### config.mk
export PLATFORM = sky130hd
export DESIGN_NAME = inpass_cfg_sequencer_flat
export DESIGN_NICKNAME = d
export VERILOG_FILES = /design/src/rtl/inpass_cfg_sequencer_pkg.sv /design/src/rtl/inpass_cfg_sequencer_if.sv /design/src/rtl/inpass_cfg_sequencer_frame_writer.sv /design/src/rtl/inpass_cfg_sequencer.sv /design/src/flat_wrapper.sv
export SDC_FILE = /design/constraint.sdc
export NUM_CORES = 1
export LEC_CHECK = 0
export BUFFER_PORTS_ARGS = -buffer_cell sky130_fd_sc_hd__buf_4
export CORE_UTILIZATION = 38
export DETAILED_ROUTE_END_ITERATION = 6
export PLACE_DENSITY = 0.57
export SLEW_MARGIN = 20
export SYNTH_ARGS = -nofsm -noshare
export SYNTH_HDL_FRONTEND = slang
export SYNTH_HIERARCHICAL = 1
export SYNTH_SLANG_ARGS = --single-unit
### constraint.sdc
create_clock -name UserCLK -period 3.02 [get_ports UserCLK]
set_clock_uncertainty 0.2 [all_clocks]
set_input_delay 0.151 -clock UserCLK [delete_from_list [all_inputs] [get_ports UserCLK]]
set_output_delay 0.151 -clock UserCLK [all_outputs]
set_load 0.005 [all_outputs]
### src/rtl/inpass_cfg_sequencer_pkg.sv
// Shared types and helpers for the InPass4 configuration sequencer.
package inpass_cfg_pkg;

   typedef enum logic [2:0] {IDLE, LOAD, STROBE, HOLD, ERR} cfgState_e;

   localparam int PINS_PER_BEL = 4;

   function automatic int frameIndex(input int bel, input int pin, input int frameBits);
      return (PINS_PER_BEL * bel + pin) / frameBits;
   endfunction

endpackage

### src/rtl/inpass_cfg_sequencer_if.sv
// Command handshake and frame bus between the configuration controller and the sequencer.
interface inpass_cfg_sequencer_if
   import inpass_cfg_pkg::*;
#(
   parameter int NUM_BELS   = 16,
   parameter int FRAME_BITS = 32
);
   localparam int SHADOW_W   = NUM_BELS * PINS_PER_BEL;
   localparam int NUM_FRAMES = (SHADOW_W + FRAME_BITS - 1) / FRAME_BITS;
   localparam int BEL_W      = $clog2(NUM_BELS) + 1;

   logic                  cmd_valid;
   logic                  cmd_ready;
   logic                  cmd_all;
   logic [BEL_W-1:0]      cmd_bel;
   logic [3:0]            cmd_mask;
   logic [3:0]            cmd_mode;
   logic [FRAME_BITS-1:0] FrameData;
   logic [NUM_FRAMES-1:0] FrameStrobe;
   logic                  done;
   logic                  err;
   logic [SHADOW_W-1:0]   cfg_shadow;

   modport master (
      output cmd_valid, cmd_all, cmd_bel, cmd_mask, cmd_mode,
      input  cmd_ready, FrameData, FrameStrobe, done, err, cfg_shadow
   );

   modport slave (
      input  cmd_valid, cmd_all, cmd_bel, cmd_mask, cmd_mode,
      output cmd_ready, FrameData, FrameStrobe, done, err, cfg_shadow
   );

endinterface

### src/rtl/inpass_cfg_sequencer_frame_writer.sv
// Drives one configuration frame through LOAD / STROBE / HOLD; a start seen in HOLD chains the next frame.
module frame_writer
   import inpass_cfg_pkg::*;
#(
   parameter int FRAME_BITS = 32,
   parameter int NUM_FRAMES = 2,
   parameter int FIDX_W     = 1
)(
   input  logic                  UserCLK,
   input  logic                  resetn,
   input  logic                  start,
   input  logic [FIDX_W-1:0]     frameSel,
   input  logic [FRAME_BITS-1:0] frameIn,
   output logic [FRAME_BITS-1:0] FrameData,
   output logic [NUM_FRAMES-1:0] FrameStrobe,
   output logic                  lastCycle
);

   cfgState_e             wrState;
   logic [FIDX_W-1:0]     selReg;
   logic [NUM_FRAMES-1:0] strobeHot;

   always_comb begin
      strobeHot = '0;
      for (int f = 0; f < NUM_FRAMES; f++)
         strobeHot[f] = (int'(selReg) == f);
   end

   assign lastCycle = (wrState == HOLD);

   always_ff @(posedge UserCLK) begin
      if (!resetn) begin
         wrState     <= IDLE;
         selReg      <= '0;
         FrameData   <= '0;
         FrameStrobe <= '0;
      end else begin
         case (wrState)
            IDLE: begin
               if (start) begin
                  wrState   <= LOAD;
                  selReg    <= frameSel;
                  FrameData <= frameIn;
               end
            end
            LOAD: begin
               wrState     <= STROBE;
               FrameStrobe <= strobeHot;
            end
            STROBE: begin
               wrState     <= HOLD;
               FrameStrobe <= '0;
            end
            HOLD: begin
               // Data only ever changes here or on leaving IDLE, both with the strobe low.
               if (start) begin
                  wrState   <= LOAD;
                  selReg    <= frameSel;
                  FrameData <= frameIn;
               end else begin
                  wrState   <= IDLE;
                  FrameData <= '0;
               end
            end
            default: begin
               wrState     <= IDLE;
               FrameData   <= '0;
               FrameStrobe <= '0;
            end
         endcase
      end
   end

endmodule

### src/rtl/inpass_cfg_sequencer.sv
// Holds the InPass4 mode shadow, decodes commands and iterates the frames handed to frame_writer.
module inpass_cfg_sequencer
   import inpass_cfg_pkg::*;
#(
   parameter int NUM_BELS   = 16,
   parameter int FRAME_BITS = 32
)(
   input  logic                  UserCLK,
   input  logic                  resetn,
   inpass_cfg_sequencer_if.slave bus
);

   localparam int SHADOW_W   = NUM_BELS * PINS_PER_BEL;
   localparam int NUM_FRAMES = (SHADOW_W + FRAME_BITS - 1) / FRAME_BITS;
   localparam int FIDX_W     = (NUM_FRAMES > 1) ? $clog2(NUM_FRAMES) : 1;

   // Top level only uses IDLE / LOAD / ERR; LOAD spans the whole frame sequence.
   cfgState_e                      seqState;
   logic [SHADOW_W-1:0]            shadow;
   logic [SHADOW_W-1:0]            shadowNext;
   logic                           allMode;
   logic [FIDX_W-1:0]              frameIdx;
   logic [FIDX_W-1:0]              startIdx;
   logic [FIDX_W-1:0]              wrSel;
   logic [FRAME_BITS-1:0]          wrData;
   logic [NUM_FRAMES*FRAME_BITS-1:0] framesFlat;
   logic                           accept;
   logic                           belOk;
   logic                           moreFrames;
   logic                           wrStart;
   logic                           wrLast;

   assign bus.cmd_ready  = (seqState == IDLE);
   assign bus.cfg_shadow = shadow;
   assign accept         = bus.cmd_valid && bus.cmd_ready;
   assign belOk          = (int'(bus.cmd_bel) < NUM_BELS);
   assign moreFrames     = allMode && (int'(frameIdx) < NUM_FRAMES - 1);
   assign bus.err        = (seqState == ERR);
   assign bus.done       = (seqState == ERR) || ((seqState == LOAD) && wrLast && !moreFrames);

   always_comb begin
      shadowNext = shadow;
      if (accept && !bus.cmd_all && belOk) begin
         for (int k = 0; k < PINS_PER_BEL; k++)
            if (bus.cmd_mask[k])
               shadowNext[int'(bus.cmd_bel) * PINS_PER_BEL + k] = bus.cmd_mode[k];
      end
   end

   always_comb begin
      startIdx = '0;
      if (!bus.cmd_all)
         startIdx = FIDX_W'(frameIndex(int'(bus.cmd_bel), 0, FRAME_BITS));
   end

   // Frames are cut from the post-update shadow so a command's own edit is written out.
   always_comb begin
      framesFlat                 = '0;
      framesFlat[SHADOW_W-1:0]   = shadowNext;
      wrStart                    = 1'b0;
      wrSel                      = startIdx;
      if (seqState == IDLE) begin
         wrStart = accept && (bus.cmd_all || belOk);
      end else if ((seqState == LOAD) && wrLast && moreFrames) begin
         wrStart = 1'b1;
         wrSel   = frameIdx + 1'b1;
      end
      wrData = framesFlat[int'(wrSel) * FRAME_BITS +: FRAME_BITS];
   end

   always_ff @(posedge UserCLK) begin
      if (!resetn) begin
         seqState <= IDLE;
         shadow   <= '0;
         allMode  <= 1'b0;
         frameIdx <= '0;
      end else begin
         case (seqState)
            IDLE: begin
               if (accept) begin
                  shadow   <= shadowNext;
                  allMode  <= bus.cmd_all;
                  frameIdx <= startIdx;
                  seqState <= (bus.cmd_all || belOk) ? LOAD : ERR;
               end
            end
            LOAD: begin
               if (wrLast) begin
                  if (moreFrames)
                     frameIdx <= frameIdx + 1'b1;
                  else
                     seqState <= IDLE;
               end
            end
            ERR:     seqState <= IDLE;
            default: seqState <= IDLE;
         endcase
      end
   end

   frame_writer #(
      .FRAME_BITS (FRAME_BITS),
      .NUM_FRAMES (NUM_FRAMES),
      .FIDX_W     (FIDX_W)
   ) uWriter (
      .UserCLK     (UserCLK),
      .resetn      (resetn),
      .start       (wrStart),
      .frameSel    (wrSel),
      .frameIn     (wrData),
      .FrameData   (bus.FrameData),
      .FrameStrobe (bus.FrameStrobe),
      .lastCycle   (wrLast)
   );

endmodule

### src/flat_wrapper.sv
// flat-port wrapper written by rule: the top's interface ports become plain ports
module inpass_cfg_sequencer_flat import inpass_cfg_pkg::*;
#(
   parameter int NUM_BELS   = 16,
   parameter int FRAME_BITS = 32
)
  (UserCLK, resetn, bus_cmd_valid, bus_cmd_all, bus_cmd_bel, bus_cmd_mask, bus_cmd_mode, bus_cmd_ready, bus_FrameData, bus_FrameStrobe, bus_done, bus_err, bus_cfg_shadow);
  inpass_cfg_sequencer_if #(.NUM_BELS(NUM_BELS), .FRAME_BITS(FRAME_BITS)) bus_i ();
  input  logic UserCLK;
  input  logic resetn;
  input wire logic [$bits(bus_i.cmd_valid)-1:0] bus_cmd_valid;
  input wire logic [$bits(bus_i.cmd_all)-1:0] bus_cmd_all;
  input wire logic [$bits(bus_i.cmd_bel)-1:0] bus_cmd_bel;
  input wire logic [$bits(bus_i.cmd_mask)-1:0] bus_cmd_mask;
  input wire logic [$bits(bus_i.cmd_mode)-1:0] bus_cmd_mode;
  output wire logic [$bits(bus_i.cmd_ready)-1:0] bus_cmd_ready;
  output wire logic [$bits(bus_i.FrameData)-1:0] bus_FrameData;
  output wire logic [$bits(bus_i.FrameStrobe)-1:0] bus_FrameStrobe;
  output wire logic [$bits(bus_i.done)-1:0] bus_done;
  output wire logic [$bits(bus_i.err)-1:0] bus_err;
  output wire logic [$bits(bus_i.cfg_shadow)-1:0] bus_cfg_shadow;
  assign bus_i.cmd_valid = bus_cmd_valid;
  assign bus_i.cmd_all = bus_cmd_all;
  assign bus_i.cmd_bel = bus_cmd_bel;
  assign bus_i.cmd_mask = bus_cmd_mask;
  assign bus_i.cmd_mode = bus_cmd_mode;
  assign bus_cmd_ready = bus_i.cmd_ready;
  assign bus_FrameData = bus_i.FrameData;
  assign bus_FrameStrobe = bus_i.FrameStrobe;
  assign bus_done = bus_i.done;
  assign bus_err = bus_i.err;
  assign bus_cfg_shadow = bus_i.cfg_shadow;
  inpass_cfg_sequencer #(.NUM_BELS(NUM_BELS), .FRAME_BITS(FRAME_BITS)) u_core (.UserCLK(UserCLK), .resetn(resetn), .bus(bus_i));
endmodule
==> impl_metrics.toml, run 1 <==
[outcome]
status = "complete, no violations"

[floorplanning]
die_width_microns = 115
start_util_pct = 38.9
ios = 118
rows = 41
die_area_sq_mm = 0.0133
core_area_sq_mm = 0.0126
die_y_microns = 115

[layout]
final_cell_mix = "buf_4 (127), dfxtp_1 (105), mux2i_1 (99), nor2b_1 (66), nand4_1 (66)"
mostFrequentLayoutCell = "buf_4"
final_net_count = 586
drive_gt1_share_pct = 27.4
n_fill_cell = 1191
area_growth_pct = 25.8
diodes = 0
fin_area_sq_mm = 0.00615

[synthesis]
seq_area_frac_synth_pct = 43.0
synth_seq_cells = 105
synth_area_per_cell_sq_um = 10.4
synth_area_leaders = "dfxtp_1 (43%), mux2i_1 (20%), nand4_1 (8.4%)"
syn_nets = 492
netlist_area_sq_mm = 0.00489
synth_cell_types = 33
syn_inst = 471
yosysTopAreaCell = "dfxtp_1"
ys_warn_count = 6
synth_top_area_share_pct = 43.0

[detailed_routing]
viasPerCell = 5.21
detail_route.wl_per_cell_microns = 18.1
met1_length_mm = 6.13
drc = 0
maxUsedRoutingLayer = "met4"
routed_wl_mm = 13.4
met2_length_mm = 6.32
dr_wl_met3_microns = 887
firstDrtPassIters = 5
initialDrtViolationCount = 164
antenna_left = 0
vias = 3868

[cts]
clockRootBuffer = "clkbuf_16"
numCtsBuffers = 9
path_clk_slew_ps = 70
tritoncts = "built"
clk_path_buf_depth = 2
clk_latency_ps = 340
htreeDepth = 3
cts_sinks = 105

[placed_design]
port_buffers = 117
dpl.hpwl_mm = 8.84
placed_cell_area_sq_mm = 0.00580
post-place-ws_ps = 730
gp_congestion = 0.731

[power_and_ir_drop]
vdd_drop_max_v = 0.000293
power_density_mw_per_mm2 = 482
leakage_nw = 2.85

[setup_path]
critPathRequiredTime_ps = 3050
crit_path_start_kind = "input port"
worst_setup_path_end_kind = "flop"
cp.arrival_ps = 2510
crit_fanout = 64
worstSetupPathType = "input port to flop"

[sta]
drv_slew = 0
tightest_slew_ps = 822
period_share_pct = 82.3
rsz0062_at_grt = "false"
hold_viol = 0
worst_slack_ps = 535
period_needed_ps = 2490
setup_violations = 0
final.setup.tns_ps = 0
fmax_ghz = 0.402
max_slew_margin_pct = 45.2

[global_route]
grt.overflow.total = 0
grt_pass1_vias = 3814
grt_pass1_wl_mm = 20.8
grt_max_degree = 65
grtUsageTotal_pct = 20.7
antenna_found_initial = 0

[hold_path]
hold_path_class = "input port to flop"

[run]
maxCapViolations = 0
[worst paths after layout]
kind                                              startpoint                           end  slack, ps  cells past startpoint
worst max register to register            u_core/seqState[0]  u_core/uWriter/FrameData[23]        690                      6
worst min register to register  u_core/uWriter/FrameData[12]  u_core/uWriter/FrameData[12]        280                      1
worst max-delay path                             bus_cmd_all  u_core/uWriter/FrameData[23]        530                      8
worst min-delay path                         bus_cmd_mode[1]     u_core/bus.cfg_shadow[61]         70                      3
[synth_stat cells]
cell type,n
a21boi_0,4
o21ai_0,3
nor3b_1,1
nor2b_2,1
and2b_2,4
a22o_1,32
buf_6,11
clkbuf_1,29
and3_1,2
o31ai_1,1
nor2_1,4
a21oi_1,1
nor4_4,1
nand4_1,66
nor3_2,1
buf_4,4
o211a_4,1
mux2i_1,99
nor3b_2,2
nor2b_1,66
dfxtp_1,105
and2b_4,1
and3b_1,1
nand3_1,1
o21a_4,1
ha_1,4
nand2_1,6
and2_1,5
o21a_1,1
inv_1,4
nand2b_1,4
nand3b_1,1
buf_2,4
[where the power goes]
group / total, mW / switching, mW / internal, mW / leakage (nW)
logic: 0.299 / 0.197 / 0.102 / 1.85
clock network: 1.26 / 0.513 / 0.749 / 0.159
registers: 1.40 / 0.0104 / 1.39 / 0.846
total: 2.96 / 0.720 / 2.25 / 2.85
[flip-flops by register name, summed over array words and instances, names as in the netlist]
register                    flops
u_core/bus.cfg_shadow          64
u_core/uWriter/FrameData       32
u_core/seqState                 2
u_core/uWriter/FrameStrobe      2
u_core/uWriter/wrState          2
u_core/allMode                  1
u_core/frameIdx                 1
u_core/uWriter/selReg           1
[cells by family (layout without fill, tap and decap cells)]
| kind of cell | count (synthesis) | count (layout) | synth area share, % |
|---|---|---|---|
| AO/OA/AOI/OAI | 44 | 44 | 7.73 |
| adder cells (fa/ha/maj) | 4 | 4 | 1.02 |
| buffers and inverters | 52 | 151 | 6.09 |
| flip-flops | 105 | 105 | 43.0 |
| multiplexers | 99 | 99 | 20.3 |
| AND/OR/NAND/NOR | 167 | 167 | 21.9 |
[metrics by stage]
step | power (mW) | instances | utilization, % | hold slack, ps
5_1_grt | 3.08 | 742 | 48.9 | 81.8
3_3_place_gp | 1.73 | 723 | 46.1 | 252
3_5_place_dp | 1.73 | 723 | 46.1 | 261
4_1_cts | 2.99 | 742 | 48.9 | 60.2
2_1_floorplan | 1.66 | 471 | - | 79.2
6_report | 2.96 | 742 | 48.9 | 73.6
[cell type report]
class	count	area (sq um)	area share, %
Clock inverter	5	78.8	1.28
Tap cell	172	215	3.50
Clock buffer	11	243	3.95
Sequential cell	105	2100	34.2
Inverter	4	15.0	0.244
Multi-Input combinational cell	314	2490	40.5
Timing Repair Buffer	131	1000	16.3
[critical path, stage by stage]
cell and delay [ps]:
dlygate4sd3_1 540, buf_4 160, nor4_4 250, buf_4 540
nand4_1 190, mux2i_1 270, mux2i_1 160, a22o_1 240
[layer usage]
layer | GRT usage, % | vias up
li1 | - | 1895
met5 | 0 | -
met3 | 4.97 | 6
met4 | 5.63 | 0
met2 | 33.1 | 113
met1 | 27.8 | 1854
[what timing repair did]
action / 4_1_cts / 5_1_grt
hold buffers: 3 / 0
endpoints found under the hold margin: 3 / 0
resized for setup: 0 / 0
setup buffers: 0 / 0
Power figures use the tool's default switching activity.
==> inputs of run 2 (changes only) <==
Settings changed: PLACE_DENSITY 0.57 to 0.59.
Clock period 3.02 ns to 2.1 ns, I/O delays scaled along.
==> run 2 against run 1 <==
  * Hold slack worse by 59 ps
  * Non-clock buffer count is 16 higher
  * Flip-flop and latch count stayed put
  * Sequential power is 44% higher
  * Combinational power is 78% higher
  * Sequential share of layout area is 1.2 points lower
  * Setup slack worse by 520 ps
  * Wire length is 8.6% higher
==> impl_metrics.toml, run 2 (same netlist as run 1, synthesis figures left out) <==
[cts]
numCtsBuffers = 9
path_clk_slew_ps = 70
clockRootBuffer = "clkbuf_16"
htreeDepth = 3
cts_sinks = 105
clk_path_buf_depth = 2
tritoncts = "built"
clk_latency_ps = 350

[detailed_routing]
viasPerCell = 5.26
antenna_left = 0
routed_wl_mm = 14.6
drc = 0
firstDrtPassIters = 4
detail_route.wl_per_cell_microns = 19.2
initialDrtViolationCount = 185
vias = 3987

[setup_path]
cp.arrival_ps = 2130
critPathRequiredTime_ps = 2150
r2r-end = "u_core/uWriter/FrameData[28]"
worstSetupPathType = "flop to flop"
worst_setup_path_end_kind = "flop"
reg2reg_slack_ps = 20
crit_fanout = 8
r2r-start = "u_core/seqState[0]"
crit_path_start_kind = "flop"
r2r_cells = 7

[sta]
hold_viol = 0
period_share_pct = 99.2
tightest_slew_ps = 703
period_needed_ps = 2080
max_slew_margin_pct = 53.1
fmax_ghz = 0.480
worst_slack_ps = 17.6
setup_violations = 0
drv_slew = 0
rsz0062_at_grt = "true"

[global_route]
antenna_found_initial = 0
grt_pass1_wl_mm = 20.9
grtUsageTotal_pct = 20.8
grt_pass1_vias = 3879
grt.overflow.total = 0
grt_max_degree = 65

[outcome]
status = "complete, no violations"

[placed_design]
placed_cell_area_sq_mm = 0.00588
port_buffers = 117
post-place-ws_ps = -7.91
dpl.hpwl_mm = 9.00
dp.cells = 729
gp_congestion = 0.780

[run]
maxCapViolations = 0

[floorplanning]
die_width_microns = 115
ios = 118
rows = 41
start_util_pct = 38.9
core_area_sq_mm = 0.0126
die_area_sq_mm = 0.0133
die_y_microns = 115

[hold_path]
hold_depth = 3
holdPathEnd = "u_core/bus.cfg_shadow[1]"
hold_path_class = "input port to flop"
hold_start = "bus_cmd_mode[1]"

[layout]
drive_gt1_share_pct = 29.4
mostFrequentLayoutCell = "buf_4"
final_net_count = 603
fin_cells = 758
area_growth_pct = 30.6
final_cell_mix = "buf_4 (134), dfxtp_1 (104), mux2i_1 (99), nor2b_1 (66), nand4_1 (66)"
largest_register_ffs = 64
diodes = 0
fin_area_sq_mm = 0.00639

[power_and_ir_drop]
leakage_nw = 2.96
power_density_mw_per_mm2 = 681
vdd_drop_max_v = 0.000328
## run 2: cell types whose count changed in the layout (fill, tap and decap cells not counted), moves of 2 or more
cell / before / now
buf_4: 127 / 134
buf_12: 1 / 4
clkbuf_16: 9 / 12
buf_6: 0 / 2
## run 2: what timing repair did
action | 4_1_cts | 5_1_grt
hold endpoints to repair | 13 | 0
hold buffers | 4 | 0
gates cloned | 0 | 5
pin swaps | 0 | 1
setup buffers | 0 | 5
endpoints found under the setup margin | 20 | 32
resized for setup | 1 | 9
## run 2: metal layers
metal / vias to the layer above / wire length, microns / track usage (%)
met5: - / 0 / 0
met4: 0 / 166 / 6.41
met3: 13 / 947 / 5.07
met2: 115 / 7040 / 35.2
met1: 1926 / 6430 / 26.2
li1: 1933 / - / -
## run 2: power by group
part | total (mW) | internal (mW) | switching, mW
clock network | 1.80 | 1.07 | 0.726
logic | 0.532 | 0.205 | 0.327
registers | 2.02 | 2.01 | 0.0140
## run 2: worst max-delay path, cell delays in order, from the launching register on
cell,delay (ps)
dfxtp_4,360
nor4_4,360
buf_6,200
buf_6,160
nand4_1,110
mux2i_1,250
mux2i_1,120
a22o_1,210
## run 2: how the worst max path moves through the flow
| stage | slack [ps] | startpoint | endpoint |
|---|---|---|---|
| 6_report | 20 | u_core/seqState[0] | u_core/uWriter/FrameData[28] |
| 2_1_floorplan | 60 | u_core/uWriter/wrState[0] | u_core/uWriter/FrameData[0] |
| 5_1_grt | -50 | u_core/seqState[0] | u_core/uWriter/FrameData[16] |
| 3_5_place_dp | -8 | u_core/seqState[0] | u_core/uWriter/FrameData[26] |
| 4_1_cts | 40 | u_core/seqState[2] | u_core/uWriter/FrameData[16] |
| 3_3_place_gp | 100 | u_core/seqState[0] | u_core/uWriter/FrameData[16] |
## run 2: area by class of cell
type / count / area [sq um]
fillers: 1189 / 6180
flip-flops and latches: 105 / 2110
inverters: 4 / 15.0
multi-input cells: 315 / 2510
clock inverters: 3 / 65.1
clock buffers: 12 / 246
repair buffers: 147 / 1220
well taps: 172 / 215
## run 2: through the flow
step	hold slack, ps	util (%)	setup TNS (ps)	power (mW)
after global placement	212	46.8	0	2.51
after global routing	33.7	50.8	-504	4.49
after detailed placement	215	46.8	-55.0	2.52
after CTS	8.11	49.6	0	4.31
after floorplan	33.2	-	0	2.38
final	14.6	50.8	0	4.35
